===== config.mk =====
export PLATFORM = sky130hd
export DESIGN_NAME = systolic_feeder
export DESIGN_NICKNAME = d
export VERILOG_FILES = /design/src/rtl/feeder_pkg.sv /design/src/rtl/feeder_bank.sv /design/src/rtl/systolic_feeder.sv
export SDC_FILE = /design/constraint.sdc
export NUM_CORES = 1
export LEC_CHECK = 0
export ABC_AREA = 1
export CORE_MARGIN = 2
export CORE_UTILIZATION = 55
export CTS_BUF_LIST = sky130_fd_sc_hd__clkbuf_4
export DETAILED_ROUTE_END_ITERATION = 6
export PLACE_DENSITY_LB_ADDON = 0.2
export SETUP_SLACK_MARGIN = 0.1
export SLEW_MARGIN = 30
export SYNTH_ARGS = -nofsm -noshare
export SYNTH_HDL_FRONTEND = slang
export SYNTH_SLANG_ARGS = --single-unit

===== constraint.sdc =====
create_clock -name clk -period 3.3 [get_ports clk]
set_input_delay 0.66 -clock clk [delete_from_list [all_inputs] [get_ports clk]]
set_output_delay 0.66 -clock clk [all_outputs]
set_load 0.1 [all_outputs]

===== src/rtl/feeder_pkg.sv =====
// Shared types and sizing helpers for the systolic feeder slice.
package feeder_pkg;

    typedef enum logic [1:0] {
        ST_IDLE     = 2'd0,
        ST_WAIT_RDY = 2'd1,
        ST_STREAM   = 2'd2,
        ST_DONE     = 2'd3
    } feeder_state_e;

    localparam int MAT_M_DEF = 3;
    localparam int MAT_N_DEF = 3;
    localparam int MAT_L_DEF = 3;

    // Index width for a buffer of the given depth; never below one bit.
    function automatic int feeder_idx_w(input int depth);
        return (depth > 1) ? $clog2(depth) : 1;
    endfunction

    localparam int A_DEPTH_DEF = MAT_M_DEF * MAT_N_DEF;
    localparam int B_DEPTH_DEF = MAT_N_DEF * MAT_L_DEF;

endpackage


===== src/rtl/feeder_bank.sv =====
// Operand register file: one write port, parallel read of SLICES elements
// located at rd_base_i + s*STRIDE (a column of A or a row of B).
module feeder_bank
    import feeder_pkg::*;
#(
    parameter int W      = 8,
    parameter int DEPTH  = A_DEPTH_DEF,
    parameter int ADDR_W = 10,
    parameter int SLICES = 3,
    parameter int STRIDE = 1
) (
    input  logic                  clk,
    input  logic                  wr_en_i,
    input  logic [ADDR_W-1:0]     wr_addr_i,
    input  logic [W-1:0]          wr_data_i,
    input  logic [ADDR_W-1:0]     rd_base_i,
    output logic [SLICES*W-1:0]   rd_data_o
);

    localparam int IDX_W = feeder_idx_w(DEPTH);

    logic [W-1:0]      mem_q [DEPTH];
    logic [ADDR_W-1:0] rd_idx;

    // Out-of-range addresses are silently dropped.
    always_ff @(posedge clk) begin
        if (wr_en_i && (wr_addr_i < ADDR_W'(DEPTH))) begin
            mem_q[wr_addr_i[IDX_W-1:0]] <= wr_data_i;
        end
    end

    always_comb begin
        rd_data_o = '0;
        rd_idx    = '0;
        for (int s = 0; s < SLICES; s++) begin
            rd_idx = rd_base_i + ADDR_W'(s * STRIDE);
            if (rd_idx < ADDR_W'(DEPTH)) begin
                rd_data_o[s*W +: W] = mem_q[rd_idx[IDX_W-1:0]];
            end
        end
    end

endmodule


===== src/rtl/systolic_feeder.sv =====
// Streams A columns / B rows into the systolic array, one beat per cycle.
// Optional FEEDER_DOUBLE_BUF_EN: ping-pong operand banks swapped on start.
module systolic_feeder
    import feeder_pkg::*;
#(
    parameter int WIDTH_A = 8,
    parameter int WIDTH_B = 8,
    parameter int MAT_M   = MAT_M_DEF,
    parameter int MAT_N   = MAT_N_DEF,
    parameter int MAT_L   = MAT_L_DEF,
    parameter int ADDR_W  = 10
) (
    input  logic                     clk,
    input  logic                     rst,
    input  logic                     a_wr_en,
    input  logic [ADDR_W-1:0]        a_wr_addr,
    input  logic [WIDTH_A-1:0]       a_wr_data,
    input  logic                     b_wr_en,
    input  logic [ADDR_W-1:0]        b_wr_addr,
    input  logic [WIDTH_B-1:0]       b_wr_data,
    input  logic                     start,
    input  logic                     arr_ready,
    output logic                     busy,
    output logic                     done,
    output logic                     valid_left,
    output logic                     valid_up,
    output logic [MAT_M*WIDTH_A-1:0] left,
    output logic [MAT_L*WIDTH_B-1:0] up
);

    localparam int A_DEPTH = MAT_M * MAT_N;
    localparam int B_DEPTH = MAT_N * MAT_L;
    localparam logic [ADDR_W-1:0] LAST_K = ADDR_W'(MAT_N - 1);

    feeder_state_e              state_q;
    logic [ADDR_W-1:0]          k_q;
    logic                       busy_q;
    logic                       done_q;
    logic                       vld_q;
    logic [MAT_M*WIDTH_A-1:0]   left_q;
    logic [MAT_L*WIDTH_B-1:0]   up_q;

    logic                       start_acc;
    logic [ADDR_W-1:0]          a_base;
    logic [ADDR_W-1:0]          b_base;
    logic [MAT_M*WIDTH_A-1:0]   a_rd;
    logic [MAT_L*WIDTH_B-1:0]   b_rd;

    assign start_acc = start && (state_q == ST_IDLE);
    assign a_base    = k_q;
    assign b_base    = ADDR_W'(k_q * MAT_L);

`ifdef FEEDER_DOUBLE_BUF_EN
    // sel_q names the fill bank; the other bank is the one being streamed.
    logic                     sel_q;
    logic [MAT_M*WIDTH_A-1:0] a_rd0, a_rd1;
    logic [MAT_L*WIDTH_B-1:0] b_rd0, b_rd1;

    always_ff @(posedge clk) begin
        if (!rst) begin
            sel_q <= 1'b0;
        end else if (start_acc) begin
            sel_q <= ~sel_q;
        end
    end

    feeder_bank #(.W(WIDTH_A), .DEPTH(A_DEPTH), .ADDR_W(ADDR_W), .SLICES(MAT_M), .STRIDE(MAT_N)) u_a_bank0 (
        .clk(clk), .wr_en_i(a_wr_en && !sel_q), .wr_addr_i(a_wr_addr), .wr_data_i(a_wr_data),
        .rd_base_i(a_base), .rd_data_o(a_rd0));
    feeder_bank #(.W(WIDTH_A), .DEPTH(A_DEPTH), .ADDR_W(ADDR_W), .SLICES(MAT_M), .STRIDE(MAT_N)) u_a_bank1 (
        .clk(clk), .wr_en_i(a_wr_en && sel_q), .wr_addr_i(a_wr_addr), .wr_data_i(a_wr_data),
        .rd_base_i(a_base), .rd_data_o(a_rd1));
    feeder_bank #(.W(WIDTH_B), .DEPTH(B_DEPTH), .ADDR_W(ADDR_W), .SLICES(MAT_L), .STRIDE(1)) u_b_bank0 (
        .clk(clk), .wr_en_i(b_wr_en && !sel_q), .wr_addr_i(b_wr_addr), .wr_data_i(b_wr_data),
        .rd_base_i(b_base), .rd_data_o(b_rd0));
    feeder_bank #(.W(WIDTH_B), .DEPTH(B_DEPTH), .ADDR_W(ADDR_W), .SLICES(MAT_L), .STRIDE(1)) u_b_bank1 (
        .clk(clk), .wr_en_i(b_wr_en && sel_q), .wr_addr_i(b_wr_addr), .wr_data_i(b_wr_data),
        .rd_base_i(b_base), .rd_data_o(b_rd1));

    assign a_rd = sel_q ? a_rd0 : a_rd1;
    assign b_rd = sel_q ? b_rd0 : b_rd1;
`else
    feeder_bank #(.W(WIDTH_A), .DEPTH(A_DEPTH), .ADDR_W(ADDR_W), .SLICES(MAT_M), .STRIDE(MAT_N)) u_a_bank (
        .clk(clk), .wr_en_i(a_wr_en && !busy_q), .wr_addr_i(a_wr_addr), .wr_data_i(a_wr_data),
        .rd_base_i(a_base), .rd_data_o(a_rd));
    feeder_bank #(.W(WIDTH_B), .DEPTH(B_DEPTH), .ADDR_W(ADDR_W), .SLICES(MAT_L), .STRIDE(1)) u_b_bank (
        .clk(clk), .wr_en_i(b_wr_en && !busy_q), .wr_addr_i(b_wr_addr), .wr_data_i(b_wr_data),
        .rd_base_i(b_base), .rd_data_o(b_rd));
`endif

    // k_q always indexes the beat to be registered on the next transfer edge.
    always_ff @(posedge clk) begin
        if (!rst) begin
            state_q <= ST_IDLE;
            k_q     <= '0;
            busy_q  <= 1'b0;
            done_q  <= 1'b0;
            vld_q   <= 1'b0;
            left_q  <= '0;
            up_q    <= '0;
        end else begin
            done_q <= 1'b0;
            unique case (state_q)
                ST_IDLE: begin
                    if (start_acc) begin
                        state_q <= ST_WAIT_RDY;
                        busy_q  <= 1'b1;
                        k_q     <= '0;
                    end
                end
                ST_WAIT_RDY: begin
                    if (arr_ready) begin
                        vld_q   <= 1'b1;
                        left_q  <= a_rd;
                        up_q    <= b_rd;
                        k_q     <= k_q + 1'b1;
                        state_q <= (k_q == LAST_K) ? ST_DONE : ST_STREAM;
                    end
                end
                ST_STREAM: begin
                    vld_q  <= 1'b1;
                    left_q <= a_rd;
                    up_q   <= b_rd;
                    k_q    <= k_q + 1'b1;
                    if (k_q == LAST_K) begin
                        state_q <= ST_DONE;
                    end
                end
                ST_DONE: begin
                    vld_q   <= 1'b0;
                    left_q  <= '0;
                    up_q    <= '0;
                    done_q  <= 1'b1;
                    busy_q  <= 1'b0;
                    k_q     <= '0;
                    state_q <= ST_IDLE;
                end
                default: begin
                    state_q <= ST_IDLE;
                end
            endcase
        end
    end

    assign busy       = busy_q;
    assign done       = done_q;
    assign valid_left = vld_q;
    assign valid_up   = vld_q;
    assign left       = left_q;
    assign up         = up_q;

endmodule


==> results of run 1 <==
-- logic make-up after synthesis --
kind of cell / after synthesis / share of synthesized area
muxes: 9 / 0.00759
and+or+nand+nor: 592 / 0.217
adders and majority gates: 28 / 0.0301
AOI/OAI and AO/OA: 392 / 0.186
DFF: 211 / 0.477
xor gates and xnor gates: 9 / 0.00727
buffers and inverters: 223 / 0.0745
-- layer usage --
metal / track usage / part of all wire / vias to the layer above
met5: 0.0182 / 0.00092 / -
met4: 0.0846 / 0.019 / 2
met3: 0.0877 / 0.12 / 62
met2: 0.445 / 0.43 / 624
met1: 0.418 / 0.42 / 5129
li1: - / - / 5330
-- placed cells by master (no fill, tap or decap), types with 18 or more instances in the layout --
cell             count
inv_1              137
nor2_1             117
a21oi_1            161
edfxtp_1           144
nand2_1            286
o21ai_0            139
ha_1                27
o211ai_1            26
dfxtp_1             65
buf_4               92
clkbuf_4            74
clkinv_1            18
clkdlybuf4s50_1     41
nand3_1            126
-- critical path, cell delays in order (launching register included) --
cell	delay, ns
dfxtp_4	0.35
buf_6	0.32
inv_2	0.11
ha_1	0.46
ha_1	0.23
nand2_1	0.07
inv_1	0.08
nand2_1	0.09
inv_1	0.07
nand2_1	0.07
nand2_1	0.06
nand3_1	0.07
nor2_1	0.12
nand2_1	0.09
nor2_4	0.24
buf_4	0.16
nand3_1	0.06
a21oi_1	0.12
-- where the power goes --
group | internal [uW] | switching (uW) | total (uW)
Combinational | 2090 | 5530 | 7620
Sequential | 3110 | 183 | 3290
Clock | 1030 | 1040 | 2080
Total | 6220 | 6760 | 13000
-- through the flow --
stage | setup slack, ns | cell area [sq um] | instances
after floorplan | 0.123 | 11900 | 1464
after global placement | 0.424 | 13000 | 1798
after detailed placement | 0.303 | 13000 | 1798
after CTS | 0.267 | 13700 | 1891
after global routing | 0.164 | 13700 | 1893
final | 0.423 | 13700 | 1893
-- flip-flops by register name (all words and copies together) (netlist names), named ones only --
signal / count
u_a_bank.mem_q: 72
u_b_bank.mem_q: 72
left: 24
up: 24
a_base: 10
state_q: 2
busy: 1
done: 1
valid_left: 1
-- area by class of cell --
cell class,instances,share of cell area
repair buffers,137,0.0850
diodes,1,0.000183
clock buffers,74,0.0406
clock inverters,19,0.00594
multi-input cells,1030,0.389
inverters,146,0.0400
well taps,275,0.0251
flip-flops and latches,211,0.414
-- repair_timing --
item	4_1_cts	5_1_grt
buffers inserted	0	1
endpoints found under the setup margin	0	12
resized for setup	0	8
-- path summary, 6_finish.rpt --
| path | end | cells past startpoint |
|---|---|---|
| worst min-delay path | up[0]$_SDFFE_PN0P_ | 2 |
| worst min register to register | up[0]$_SDFFE_PN0P_ | 2 |
| worst max register to register | up[10]$_SDFFE_PN0P_ | 17 |
| worst max-delay path | up[10]$_SDFFE_PN0P_ | 17 |
==> flow_metrics.env, run 1 <==
export IMPL_io_pin_count=94
export IMPL_synth_top_cell_area_share=0.364
export IMPL_ir_worst_vdd_uv=612
export IMPL_finalCritPeriodShare=0.872
export IMPL_yosysMostFrequentCell="nand2_1"
export IMPL_leakage_uw=0.00556
export IMPL_synth_largest_area_cell="edfxtp_1"
export IMPL_critical_path_arrival_ns=3.46
export IMPL_cp_start_kind="flop"
export IMPL_drt_total_wl_um=33500
export IMPL_drt_iter0_drc=1111
export IMPL_slew_viol_final=0
export IMPL_synthesis_nets=1534
export IMPL_max_freq_mhz=348
export IMPL_grt_use_total=0.297
export IMPL_ys_ff_latch=211
export IMPL_start_util=0.563
export IMPL_postCtsHoldBufs=0
export IMPL_hold_start="up[0]$_SDFFE_PN0P_"
export IMPL_cts_max_path_buffers=3
export IMPL_finalSetupViolations=0
export IMPL_synth_edf_count=144
export IMPL_grt_max_degree=92
export IMPL_grt_pass1_vias=9991
export IMPL_ys_warnings_count=0
export IMPL_cts_sinks=211
export IMPL_fin_skew_ns=0.0520
export IMPL_synth_ff_type="edfxtp_1"
export IMPL_rows=53
export IMPL_worst_pin_slew_ns=0.816
export IMPL_first_pass_iters=6
export IMPL_dieArea_sq_mm=0.0228
export IMPL_core_sq_mm=0.0211
export IMPL_min_period_ns=2.88
export IMPL_crit_fanout=41
export IMPL_globalplace_congestion=0.928
export IMPL_route_vias_total=11100
export IMPL_cts_tree="built"
export IMPL_htreeDepth=2
export IMPL_outcome="completed"
export IMPL_synthTopCellsByCount="nand2_1, a21oi_1, edfxtp_1"
export IMPL_yosysUniqueCellTypes=49
export IMPL_antenna_found_initial=1
export IMPL_r2r_slack_ns=0.42
export IMPL_hold_viol=0
export IMPL_rsz0062_at_grt="false"
export IMPL_hp_class="flop to flop"
export IMPL_fin_util=0.649
export IMPL_synthTopCellsByArea="edfxtp_1, dfxtp_1, nand2_1"
export IMPL_power_density_mw_per_mm2=948
export IMPL_worst_setup_path_end_kind="flop"
export IMPL_drive_gt1_frac=0.134
export IMPL_antenna_left=0
export IMPL_setup_tns_ns=0
export IMPL_r2r_start="a_base[0]$_SDFFE_PN0P_"
export IMPL_fillerInstances=1794
export IMPL_dp_hpwl_um=23600
export IMPL_max_slew_margin=0.449
export IMPL_startpoint="a_base[0]$_SDFFE_PN0P_"
export IMPL_holdWs_ns=0.465
export IMPL_clk_latency_ns=0.68
export IMPL_grt_pass1_wl_um=52300
export IMPL_numCtsBuffers=55
export IMPL_final_net_count=1651
export IMPL_post_drt_via_cell_ratio=5.89
export IMPL_syn_inst=1464
export IMPL_seq_area_sq_mm=0.00567
export IMPL_clkTransAtPathRegs_ns=0.07
export IMPL_die_w_um=151
export IMPL_synthArstFlopShare=0
export IMPL_fp_dieH_um=151
export IMPL_post_route_drc_count=0
export IMPL_wire_per_inst_um=17.7
export IMPL_crit_required_ns=3.88
export IMPL_total_power_uw=13000
export IMPL_seq_area_frac_synth=0.477
export IMPL_criticalPathCategory="flop to flop"
export IMPL_maxCapViolCount=0
export IMPL_syn_area_per_cell_sq_um=8.11
export IMPL_synth_area_sq_mm=0.0119
export IMPL_cts_root_buf="clkbuf_4"
export IMPL_multi_input_area_sq_mm=0.00533
export IMPL_area_growth_pct=15.4
export IMPL_portBuffers=93
export IMPL_overflow=0
(Power assumes the default switching activity.)
==> inputs of run 2 (changes only) <==
- CORE_ASPECT_RATIO: not set -> 0.6
==> run 2 against run 1 <==
Clock skew is essentially flat. Critical endpoint is now up[15]$_SDFFE_PN0P_. Sequential share of layout area increased by 0.10 points. Wire length up 10%. Maximum frequency fell by 2.2%. Register-to-register slack lost 0.06 ns. Clock power down 3%. Critical path depth shrank 4. Combinational power increased by 4.3%. Non-clock buffer count grew 4. Critical path type unchanged. Die area rose by 0.17%.
==> flow_metrics.env, run 2 (synthesized netlist as in run 1, its figures left out) <==
export IMPL_numCtsBuffers=50
export IMPL_dieArea_sq_mm=0.0228
export IMPL_final_cell_area_sq_mm=0.0137
export IMPL_crit_required_ns=3.89
export IMPL_leakage_uw=0.00556
export IMPL_wire_per_inst_um=19.5
export IMPL_hold_viol=0
export IMPL_grt_pass1_wl_um=57400
export IMPL_cts_root_buf="clkbuf_4"
export IMPL_cpMostUsedCell="nand3_1"
export IMPL_multi_input_area_sq_mm=0.00534
export IMPL_path_cells="inv_1 -> buf_4 -> ha_1 -> inv_2 -> buf_4 -> o22ai_1 -> nand2_1 -> o2111ai_1 -> nand3_1 -> nand3_1 -> inv_1 -> nand3_1 -> a21oi_1"
export IMPL_clkTransAtPathRegs_ns=0.07
export IMPL_htreeDepth=2
export IMPL_worst_setup_path_end_kind="flop"
export IMPL_rsz0062_at_grt="false"
export IMPL_overflow=0
export IMPL_slowest_delay_ns=0.40
export IMPL_finalSetupViolations=0
export IMPL_finalCritPeriodShare=0.891
export IMPL_grt_pass1_vias=10100
export IMPL_rows=41
export IMPL_area_growth_pct=15.1
export IMPL_grt_use_total=0.323
export IMPL_start_util=0.563
export IMPL_critical_path_arrival_ns=3.53
export IMPL_slew_viol_final=0
export IMPL_antenna_found_initial=1
export IMPL_min_period_ns=2.94
export IMPL_final_net_count=1650
export IMPL_ir_worst_vdd_uv=1250
export IMPL_mostFrequentLayoutCell="nand2_1"
export IMPL_power_density_mw_per_mm2=970
export IMPL_seq_area_sq_mm=0.00567
export IMPL_post_drt_via_cell_ratio=6.04
export IMPL_fin_skew_ns=0.0516
export IMPL_drive_gt1_frac=0.139
export IMPL_grt_max_degree=92
export IMPL_first_pass_iters=6
export IMPL_max_freq_mhz=340
export IMPL_core_sq_mm=0.0211
export IMPL_criticalPathCategory="flop to flop"
export IMPL_post_route_drc_count=0
export IMPL_route_vias_total=11400
export IMPL_hp_class="flop to flop"
export IMPL_fillerInstances=1811
export IMPL_dp_hpwl_um=26500
export IMPL_cts_sinks=211
export IMPL_drt_total_wl_um=36900
export IMPL_clk_latency_ns=0.71
export IMPL_dpl_cell_area_sq_mm=0.0131
export IMPL_outcome="completed"
export IMPL_cts_tree="built"
export IMPL_setup_tns_ns=0
export IMPL_crit_fanout=28
export IMPL_globalplace_congestion=1.02
export IMPL_die_w_um=194
export IMPL_cpMaxStageDelayCell="buf_4"
export IMPL_cp_start_kind="flop"
export IMPL_antenna_left=0
export IMPL_max_slew_margin=0.386
export IMPL_maxCapViolCount=0
export IMPL_io_pin_count=94
export IMPL_drt_iter0_drc=1899
export IMPL_fp_dieH_um=118
export IMPL_worst_pin_slew_ns=0.922
export IMPL_mostFrequentLayoutCells="nand2_1, a21oi_1, edfxtp_1"
export IMPL_cts_max_path_buffers=3
export IMPL_portBuffers=93
export IMPL_cts_setup_buffers=0
run 2: timing repair:
| action | 4_1_cts | 5_1_grt |
|---|---|---|
| hold buffers | 0 | 0 |
| cloned | 0 | 0 |
| pin swaps | 0 | 0 |
| endpoints found under the setup margin | 1 | 17 |
| resized for setup | 1 | 10 |
run 2: area by class of cell:
class | count | share of cell area
clock inverters | 14 | 0.00467
inverters | 146 | 0.0403
well taps | 279 | 0.0256
flip-flops and latches | 211 | 0.415
multi-input cells | 1030 | 0.391
repair buffers | 141 | 0.0862
diodes | 1 | 0.000183
clock buffers | 68 | 0.0374
run 2: per-layer routing:
| layer | GRT usage | vias to the layer above | share of wire |
|---|---|---|---|
| met5 | 0 | - | 0 |
| met4 | 0.0658 | 0 | 0.010 |
| met3 | 0.132 | 43 | 0.17 |
| met2 | 0.378 | 806 | 0.36 |
| met1 | 0.530 | 5229 | 0.46 |
| li1 | - | 5338 | - |
run 2: final timing paths:
kind | from | to | slack (ns) | cells after the start
hold reg to reg | left[21]$_SDFFE_PN0P_ | left[21]$_SDFFE_PN0P_ | 0.47 | 2
setup / recovery | a_base[1]$_SDFFE_PN0P_ | up[15]$_SDFFE_PN0P_ | 0.36 | 13
hold / removal | left[21]$_SDFFE_PN0P_ | left[21]$_SDFFE_PN0P_ | 0.47 | 2
setup reg to reg | a_base[1]$_SDFFE_PN0P_ | up[15]$_SDFFE_PN0P_ | 0.36 | 13
run 2: through the flow:
stage | worst slack, ns | util | power (uW) | hold slack [ns] | std cells
floorplan | 0.123 | - | 8810 | 0.467 | 1464
global placement | 0.314 | 0.619 | 10800 | 0.455 | 1807
detailed placement | 0.143 | 0.619 | 11000 | 0.459 | 1807
CTS | 0.189 | 0.647 | 13000 | 0.469 | 1889
global route | 0.137 | 0.648 | 14000 | 0.485 | 1890
finish | 0.358 | 0.648 | 13300 | 0.466 | 1890
run 2: worst max-delay path, delay by kind of cell, from the launching register on:
| kind | cells | cell delay [ns] |
|---|---|---|
| compound gates | 3 | 0.39 |
| fa+ha+maj | 1 | 0.33 |
| buf+inv | 5 | 1.16 |
| flops | 1 | 0.38 |
| simple gates | 4 | 0.56 |
run 2: report_power, final:
group | leakage (uW) | total [uW] | internal (uW) | switching [uW]
clock network | 0.000355 | 2020 | 954 | 1070
logic | 0.00336 | 7950 | 2120 | 5840
registers | 0.00184 | 3280 | 3100 | 176
total | 0.00556 | 13300 | 6170 | 7080
==> inputs of run 3 (changes only) <==
- SYNTH_HIERARCHICAL: not set -> 1
==> run 3 against run 2 <==
The flow now finishes with violations (design-rule violations). Final cell count rose by 7.4%. Final area rose by 2.3%. Count of clock-buffer cells in the layout rose by 8. Worst hold slack improved by 0.0028 ns. Register-to-register slack got worse by 0.07 ns. Non-clock buffer count rose by 11. Sequential share of layout area fell by 1.5 points. Largest cell class is now multi-input gates.
==> flow_metrics.env, run 3 <==
export IMPL_outcome="finished with violations"
export IMPL_violations="design-rule violations"
export IMPL_drive_gt1_frac=0.140
export IMPL_cts_resized=0
export IMPL_dieArea_sq_mm=0.0232
export IMPL_cp_start_kind="flop"
export IMPL_rows=41
export IMPL_mostFrequentLayoutCell="nand2_1"
export IMPL_fp_dieH_um=119
export IMPL_power_density_mw_per_mm2=1070
export IMPL_dpl_cell_area_sq_mm=0.0133
export IMPL_portBuffers=93
export IMPL_combPwrFrac=0.635
export IMPL_synth_top_cell_area_share=0.358
export IMPL_hp_class="flop to flop"
export IMPL_final_net_count=1784
export IMPL_antenna_left=0
export IMPL_crit_required_ns=3.88
export IMPL_post_route_drc_count=8
export IMPL_cts_max_path_buffers=3
export IMPL_grt_use_total=0.326
export IMPL_max_freq_mhz=332
export IMPL_yosysMostFrequentCell="nand2_1"
export IMPL_fin_skew_ns=0.0443
export IMPL_p_sw_frac=0.547
export IMPL_seq_area_frac_synth=0.462
export IMPL_drt_total_wl_um=37900
export IMPL_maxCapViolCount=0
export IMPL_numCtsBuffers=48
export IMPL_seq_power_share=0.218
export IMPL_grt_pass1_wl_um=58300
export IMPL_max_slew_margin=0.370
export IMPL_antenna_found_initial=0
export IMPL_cts_sinks=207
export IMPL_crit_fanout=6
export IMPL_post_drt_via_cell_ratio=5.86
export IMPL_critical_path_arrival_ns=3.60
export IMPL_syn_area_per_cell_sq_um=7.59
export IMPL_ys_warnings_count=6
export IMPL_synth_ff_type="edfxtp_1"
export IMPL_drt_iter0_drc=1977
export IMPL_synth_edf_count=144
export IMPL_first_pass_iters=7
export IMPL_switchingPower_uw=8200
export IMPL_slew_viol_final=0
export IMPL_hold_viol=0
export IMPL_synth_area_sq_mm=0.0121
export IMPL_finalCritPeriodShare=0.914
export IMPL_ys_ff_latch=207
export IMPL_grt_pass1_vias=10600
export IMPL_cts_setup_buffers=0
export IMPL_io_pin_count=94
export IMPL_grt_max_degree=149
export IMPL_min_period_ns=3.02
export IMPL_route_vias_total=11900
export IMPL_start_util=0.567
export IMPL_die_w_um=195
export IMPL_setup_tns_ns=0
export IMPL_final_cell_area_sq_mm=0.0140
export IMPL_mostFrequentLayoutCells="nand2_1, nand3_1, edfxtp_1"
export IMPL_htreeDepth=2
export IMPL_startpoint="a_base[7]$_SDFFE_PN0P_"
export IMPL_cts_root_buf="clkbuf_4"
export IMPL_syn_inst=1592
export IMPL_r2r_start="a_base[7]$_SDFFE_PN0P_"
export IMPL_core_sq_mm=0.0213
export IMPL_rsz0062_at_grt="false"
export IMPL_cts_tree="built"
export IMPL_clkTransAtPathRegs_ns=0.07
export IMPL_area_growth_pct=15.7
export IMPL_p_clk_frac=0.146
export IMPL_antenna_cells=0
export IMPL_p_int_uw=6780
export IMPL_globalplace_congestion=0.959
export IMPL_synthTopCellsByArea="edfxtp_1, nand3_1, nand2_1"
export IMPL_yosysUniqueCellTypes=41
export IMPL_postCtsHoldBufs=0
export IMPL_ir_worst_vdd_uv=750
export IMPL_holdWs_ns=0.469
export IMPL_leakage_uw=0.00599
export IMPL_worst_pin_slew_ns=0.945
export IMPL_hold_start="up[6]$_SDFFE_PN0P_"
export IMPL_criticalPathCategory="flop to flop"
export IMPL_wire_per_inst_um=18.7
export IMPL_synthArstFlopShare=0
export IMPL_dp_hpwl_um=27000
export IMPL_worst_setup_path_end_kind="flop"
export IMPL_synthesis_nets=1663
export IMPL_overflow=0
export IMPL_synth_largest_area_cell="edfxtp_1"
export IMPL_finalSetupViolations=0
export IMPL_synthTopCellsByCount="nand2_1, nand3_1, edfxtp_1"
export IMPL_clk_latency_ns=0.69
-- run 3: area by class of cell --
type                       instances  area (sq um)
multi-input combinational       1191          5710
timing repair buffer             152          1260
sequential                       207          5590
inverter                         113           424
clock inverter                    12          76.3
fill                            1836          7310
tap                              279           349
clock buffer                      76           571
-- run 3: cell families after synthesis --
kind of cell | Yosys count | synth area share
adders and majority gates | 29 | 0.0307
AOI/OAI and AO/OA | 148 | 0.0666
buffers and inverters | 194 | 0.0712
and+or+nand+nor | 1006 | 0.363
DFF | 207 | 0.462
xor gates and xnor gates | 8 | 0.00580
-- run 3: metal layers --
metal / up-vias / part of all wire / global-route usage
met4: 0 / 0.020 / 0.0859
met2: 820 / 0.36 / 0.408
met5: - / 0 / 0
li1: 5625 / - / -
met3: 80 / 0.17 / 0.121
met1: 5363 / 0.45 / 0.512
-- run 3: critical path, cell delays in order, from the launching register on --
cell	delay, ns
dfxtp_1	0.44
ha_1	0.37
a21oi_1	0.34
a21boi_0	0.32
nand2_1	0.10
nand2_1	0.06
nand2_1	0.10
inv_1	0.13
nand4_1	0.11
nor2_1	0.17
nand2_2	0.15
a21oi_1	0.18
nand2_2	0.12
inv_1	0.08
nand3_1	0.09
a21oi_1	0.15
-- run 3: final timing paths --
| check | slack (ns) | depth (start not counted) | end |
|---|---|---|---|
| setup / recovery | 0.28 | 15 | up[6]$_SDFFE_PN0P_ |
| hold / removal | 0.47 | 2 | up[6]$_SDFFE_PN0P_ |
| setup reg to reg | 0.28 | 15 | up[6]$_SDFFE_PN0P_ |
| hold reg to reg | 0.47 | 2 | up[6]$_SDFFE_PN0P_ |
-- run 3: metrics by stage --
step / std cells / total power (uW) / worst slack (ns) / util
after global placement: 1942 / 12400 / 0.295 / 0.623
after CTS: 2030 / 14700 / 0.142 / 0.654
after detailed placement: 1942 / 12500 / 0.201 / 0.623
final: 2030 / 15000 / 0.284 / 0.657
after global routing: 2030 / 15800 / 0.0737 / 0.657
after floorplan: 1592 / 9990 / 0.248 / -
-- run 3: power by group through the flow --
stage | Combinational [uW] | Sequential [uW] | Clock [uW]
5_1_grt | 10200 | 3300 | 2360
3_5_place_dp | 9160 | 3320 | 0
3_3_place_gp | 9090 | 3310 | 0
4_1_cts | 9200 | 3270 | 2240
2_1_floorplan | 4900 | 5080 | 0
6_report | 9520 | 3270 | 2190
